--- src/rtl/vga_text_console_writer.sv ---
// vga_text_console_writer
//   Avalon-MM write master that feeds the VGA text-mode slave. It turns a
//   byte stream into VRAM writes while tracking a cursor over the character
//   grid. Printable codes become single-lane writes with no read-modify-write.
//   LF, CR and BS only move the cursor. FF clears the whole screen. The
//   control register word (NUM_COLS*NUM_ROWS/4) is never addressed.
//
//   Optional feature: define VGA_CONSOLE_CLEAR_ROW_EN to blank each new row.
//   The row is blanked whenever the cursor moves to it through LF or through
//   end-of-row wrap.
//
// Ports
//   CLK, RESET        clock; synchronous active-high reset
//   CHAR_VALID/DATA/INV  input byte stream (INV sampled with DATA)
//   CHAR_READY        byte accepted on edge with CHAR_VALID & CHAR_READY
//   AVM_*             Avalon-MM write master (word address, byte enables)
//   CURSOR_COL/ROW    current cursor position
//   BUSY              a write or clear is in progress
module vga_text_console_writer #(
  parameter int          NUM_COLS   = 80,
  parameter int          NUM_ROWS   = 30,
  parameter logic [7:0]  CLEAR_CODE = 8'h00
) (
  input  logic        CLK,
  input  logic        RESET,
  input  logic        CHAR_VALID,
  input  logic [7:0]  CHAR_DATA,
  input  logic        CHAR_INV,
  output logic        CHAR_READY,
  output logic        AVM_WRITE,
  output logic [9:0]  AVM_ADDR,
  output logic [3:0]  AVM_BYTE_EN,
  output logic [31:0] AVM_WRITEDATA,
  input  logic        AVM_WAITREQUEST,
  output logic [6:0]  CURSOR_COL,
  output logic [4:0]  CURSOR_ROW,
  output logic        BUSY
);

  localparam int WPR   = NUM_COLS / 4;      // words per row
  localparam int WORDS = WPR * NUM_ROWS;    // text words below the control register

`ifdef VGA_CONSOLE_CLEAR_ROW_EN
  typedef enum logic [1:0] {IDLE, WR_CHAR, CLR_SCREEN, CLR_ROW} state_t;
`else
  typedef enum logic [1:0] {IDLE, WR_CHAR, CLR_SCREEN} state_t;
`endif

  state_t     state;
  logic [9:0] clr_last;   // final word address of the clear in progress
  logic [4:0] row_inc;

  function automatic logic [9:0] row_base(input logic [4:0] r);
    return 10'(int'(r) * WPR);
  endfunction

  assign row_inc = (CURSOR_ROW == 5'(NUM_ROWS - 1)) ? '0 : CURSOR_ROW + 5'd1;
  assign BUSY    = (state != IDLE);

  always_ff @(posedge CLK) begin
    if (RESET) begin
      state         <= IDLE;
      CHAR_READY    <= 1'b0;
      AVM_WRITE     <= 1'b0;
      AVM_ADDR      <= '0;
      AVM_BYTE_EN   <= '0;
      AVM_WRITEDATA <= '0;
      CURSOR_COL    <= '0;
      CURSOR_ROW    <= '0;
      clr_last      <= '0;
    end else begin
      case (state)
        IDLE: begin
          CHAR_READY <= 1'b1;
          if (CHAR_VALID && CHAR_READY) begin
            case (CHAR_DATA)
              8'h0A: begin
                CURSOR_COL <= '0;
                CURSOR_ROW <= row_inc;
`ifdef VGA_CONSOLE_CLEAR_ROW_EN
                state         <= CLR_ROW;
                CHAR_READY    <= 1'b0;
                AVM_WRITE     <= 1'b1;
                AVM_ADDR      <= row_base(row_inc);
                clr_last      <= row_base(row_inc) + 10'(WPR - 1);
                AVM_BYTE_EN   <= 4'hF;
                AVM_WRITEDATA <= {4{CLEAR_CODE}};
`endif
              end
              8'h0D: CURSOR_COL <= '0;
              8'h08: if (CURSOR_COL != '0) CURSOR_COL <= CURSOR_COL - 7'd1;
              8'h0C: begin
                state         <= CLR_SCREEN;
                CHAR_READY    <= 1'b0;
                AVM_WRITE     <= 1'b1;
                AVM_ADDR      <= '0;
                clr_last      <= 10'(WORDS - 1);
                AVM_BYTE_EN   <= 4'hF;
                AVM_WRITEDATA <= {4{CLEAR_CODE}};
              end
              default: begin
                state         <= WR_CHAR;
                CHAR_READY    <= 1'b0;
                AVM_WRITE     <= 1'b1;
                AVM_ADDR      <= row_base(CURSOR_ROW) + 10'(CURSOR_COL[6:2]);
                AVM_BYTE_EN   <= 4'b0001 << CURSOR_COL[1:0];
                AVM_WRITEDATA <= {4{CHAR_INV, CHAR_DATA[6:0]}};
              end
            endcase
          end
        end

        WR_CHAR: begin
          if (!AVM_WAITREQUEST) begin
            AVM_WRITE  <= 1'b0;
            state      <= IDLE;
            CHAR_READY <= 1'b1;
            if (CURSOR_COL == 7'(NUM_COLS - 1)) begin
              CURSOR_COL <= '0;
              CURSOR_ROW <= row_inc;
`ifdef VGA_CONSOLE_CLEAR_ROW_EN
              // End-of-row wrap chains straight into blanking the new row.
              state         <= CLR_ROW;
              CHAR_READY    <= 1'b0;
              AVM_WRITE     <= 1'b1;
              AVM_ADDR      <= row_base(row_inc);
              clr_last      <= row_base(row_inc) + 10'(WPR - 1);
              AVM_BYTE_EN   <= 4'hF;
              AVM_WRITEDATA <= {4{CLEAR_CODE}};
`endif
            end else begin
              CURSOR_COL <= CURSOR_COL + 7'd1;
            end
          end
        end

        CLR_SCREEN: begin
          if (!AVM_WAITREQUEST) begin
            if (AVM_ADDR == clr_last) begin
              AVM_WRITE  <= 1'b0;
              state      <= IDLE;
              CHAR_READY <= 1'b1;
              CURSOR_COL <= '0;
              CURSOR_ROW <= '0;
            end else begin
              AVM_ADDR <= AVM_ADDR + 10'd1;
            end
          end
        end

`ifdef VGA_CONSOLE_CLEAR_ROW_EN
        CLR_ROW: begin
          if (!AVM_WAITREQUEST) begin
            if (AVM_ADDR == clr_last) begin
              AVM_WRITE  <= 1'b0;
              state      <= IDLE;
              CHAR_READY <= 1'b1;
            end else begin
              AVM_ADDR <= AVM_ADDR + 10'd1;
            end
          end
        end
`endif

        default: begin
          state     <= IDLE;
          AVM_WRITE <= 1'b0;
        end
      endcase
    end
  end

endmodule

--- config.mk ---
export PLATFORM = sky130hd
export DESIGN_NAME = vga_text_console_writer
export DESIGN_NICKNAME = d
export VERILOG_FILES = /design/src/rtl/vga_text_console_writer.sv
export SDC_FILE = /design/constraint.sdc
export NUM_CORES = 1
export LEC_CHECK = 0
export ABC_CLOCK_PERIOD_IN_PS = 2300
export BUFFER_PORTS_ARGS = -buffer_cell sky130_fd_sc_hd__clkbuf_2
export CAP_MARGIN = 20
export CORE_UTILIZATION = 35
export DETAILED_ROUTE_END_ITERATION = 10
export PLACE_DENSITY = 0.57
export SLEW_MARGIN = 15
export SYNTH_ARGS = -nofsm -noshare
export SYNTH_HDL_FRONTEND = slang
export SYNTH_SLANG_ARGS = --single-unit
--- constraint.sdc ---
create_clock -name CLK -period 2.3 [get_ports CLK]
set_input_delay 0.115 -clock CLK [delete_from_list [all_inputs] [get_ports CLK]]
set_output_delay 0.115 -clock CLK [all_outputs]
set_load 0.01 [all_outputs]
==> flow_metrics.tcl <==
set metrics [dict create \
    firstDrtPassIters 4 \
    finClkSkew_ps 6.79 \
    power.clock.fraction 0.300 \
    num_antenna_cells 0 \
    cts-buffers-inserted 5 \
    synthArstFlopShare 0 \
    start_util 0.361 \
    post_drt_wl_per_cell_um 14.8 \
    syn_inst 355 \
    rows 32 \
    ys_seq_area_frac 0.280 \
    tightest_slew_ps 760 \
    fill_cells 796 \
    worstSetupEndpointType "register" \
    grt_pass1_vias 2672 \
    critPathLaunchType "register" \
    required_ps 2540 \
    clockBufferDepth 2 \
    cp.arrival_ps 2540 \
    cp_max_fo 6 \
    antenna_found_initial 0 \
    p_comb_frac 0.237 \
    fp.dieArea_sq_um 8330 \
    totalWireLength_um 8030 \
    synth_fp_nets 390 \
    first_iter_violations 112 \
    cts_root_buf "clkbuf_8" \
    vias 2845 \
    holdBufCountCts 0 \
    globalRouteOverflowTotal 0 \
    finalWorstSetupSlack_ps -0.672 \
    h-tree-depth 2 \
    hp-class "in -> reg" \
    nNetsFinal 475 \
    p_seq_frac 0.464 \
    hpwl_um 5990 \
    synth-seq-cells 39 \
    io_pins 74 \
    avgSynthCellArea_sq_um 7.86 \
    net-switching-power_mw 0.516 \
    grt_max_degree 28 \
    p_leak_nw 1.56 \
    syn_area_sq_um 2790 \
    synth_area_leaders "dfxtp_1 (28%), ha_1 (9.0%), buf_4 (6.5%)" \
    synth-main-ff-cell "dfxtp_1" \
    drc 0 \
    ys_warn_count 0 \
    fin_crit_sh 1.00 \
    max_stage_delay_ps 550 \
    drive_above_1_share 0.347 \
    maxCapViolCount 0 \
    place_ws_ps -80.7 \
    crit_path_cell_trace "inv_4 -> ha_4 -> a21oi_2 -> a21oi_1 -> a311o_1 -> a221o_2 -> or4b_4 -> a21oi_2" \
    syn_to_final_growth_pct 27.5 \
    p_sw_frac 0.322 \
    power_per_cell_area_nw_per_um2 450 \
    worstSetupPathType "reg -> reg" \
    clk_latency_ps 300 \
    setup_violations 1 \
    outcome "complete, but fails checks" \
    synth_cell_types 55 \
    final_hold_viol_count 0 \
    vias_per_cell 5.24 \
    track_usage 0.196 \
    critPathSlowestCell "or4b_4" \
    cpMostUsedCell "a21oi_2" \
    peakVddDrop_uv 202 \
    failed_checks "setup timing" \
    die_y_um 91.3 \
    clock-sinks 39 \
    fmax_mhz 435 \
    rsz0062_at_grt "yes" \
    finalPower_mw 1.60 \
    yosysTopAreaCell "dfxtp_1" \
    relSlewSlack 0.492 \
    power.internal_mw 1.09 \
    synth_edf_count 0 \
    core_area_sq_um 7730 \
    slew_violations 0 \
    clkTransAtPathRegs_ps 90 \
    ant_nets 0 \
    grt_pass1_wl_um 13100 \
    numPortBuffers 73 \
    synth_top_area_frac 0.280 \
    die_x_um 91.3 \
    post-route-min-period_ps 2300 \
    tritoncts "built" \
    gp_congestion 0.873 \
]
==> cell type report <==
class	instances	area (sq um)	share of cell area
Clock buffer	5	68.8	0.0194
Clock inverter	3	15.0	0.00422
Inverter	18	70.1	0.0197
Multi-Input combinational cell	260	1800	0.505
Sequential cell	39	791	0.222
Tap cell	102	128	0.0359
Timing Repair Buffer	116	688	0.194
==> sequential cells by signal (all words and copies together) (netlist names) <==
signal and flops:
state 2, AVM_WRITE 1, AVM_ADDR 10, AVM_BYTE_EN 4
CHAR_READY 1, CURSOR_COL 7, AVM_WRITEDATA 8, CURSOR_ROW 5
clr_last 1
==> cells in the mapped netlist, drive strengths merged, types with 4 or more instances <==
library cell  count
nand3            11
nor2             30
ha               20
clkbuf           13
buf              25
o21ai            15
or4               6
or3               5
xnor2             8
a21oi            30
a22oi             6
nand4             5
nor3b             6
inv              18
nor4              6
dfxtp            39
nor3             16
nor2b             5
a211oi            7
nand2            35
xor2              4
==> critical path: cells and delay by family, from the launching register on <==
family | cells | cell delay [ps]
buffers and inverters | 1 | 50
adder cells (fa/ha/maj) | 1 | 150
AND/OR/NAND/NOR | 1 | 550
flip-flops | 1 | 390
AO/OA/AOI/OAI | 5 | 1090
==> layer usage <==
layer	wire length, um	global-route usage
met5	0	0
met4	74	0.0516
met3	425	0.0302
met2	3700	0.319
met1	3830	0.269
==> logic make-up after synthesis <==
kind of cell,Yosys count,synth area share
mux,1,0.00807
compound gates,89,0.212
simple gates,136,0.250
xor+xnor,12,0.0377
flops,39,0.280
fa+ha+maj,22,0.104
buf+inv,56,0.108
==> worst paths after layout <==
check,startpoint,to,slack (ps),cells past startpoint
worst max-delay path,state[1],CURSOR_ROW[2],-0.7,8
worst min-delay path,CHAR_DATA[5],AVM_WRITEDATA[29],60,3
worst max register to register,state[1],CURSOR_ROW[2],-0.7,8
worst min register to register,AVM_WRITEDATA[30],AVM_WRITEDATA[30],500,2
==> power groups by stage <==
| stage | logic, mW | registers [mW] | clock network, mW |
|---|---|---|---|
| after floorplan | 0.209 | 0.775 | 0 |
| after global routing | 0.419 | 0.750 | 0.526 |
| after global placement | 0.359 | 0.756 | 0 |
| final | 0.379 | 0.742 | 0.480 |
| after detailed placement | 0.363 | 0.757 | 0 |
| after CTS | 0.365 | 0.741 | 0.495 |
==> layout by cell type (no fill, tap or decap), drive strengths merged, types with 3 or more instances in the layout <==
master | Yosys | routed
a211oi | 7 | 7
a21oi | 30 | 30
a22oi | 6 | 6
a31oi | 3 | 3
and3 | 3 | 3
buf | 25 | 43
clkbuf | 13 | 78
clkinv | 0 | 3
dfxtp | 39 | 39
ha | 20 | 20
inv | 18 | 18
nand2 | 35 | 35
nand2b | 3 | 3
nand3 | 11 | 11
nand4 | 5 | 5
nor2 | 30 | 30
nor2b | 5 | 5
nor3 | 16 | 16
nor3b | 6 | 6
nor4 | 6 | 6
o21ai | 15 | 15
or3 | 5 | 5
or4 | 6 | 6
xnor2 | 8 | 8
xor2 | 4 | 4
==> what timing repair did <==
item	CTS	global route
setup buffers	0	2
endpoints found under the setup margin	8	15
gates cloned	0	0
endpoints found under the hold margin	0	0
pin swaps	1	8
gates resized for setup	3	25
==> per-stage QoR <==
step           hold slack (ps)   util  TNS (ps)  cells  area, sq um
6_report                  63.3  0.460    -0.672    543         3560
5_1_grt                   69.1  0.460      -246    543         3560
4_1_cts                   53.0  0.447         0    541         3450
3_5_place_dp               379  0.435      -281    533         3360
3_3_place_gp               372  0.435     -11.2    533         3360
2_1_floorplan              251      -         0    355         2790
No activity file was read; power rests on OpenSTA's default activity.
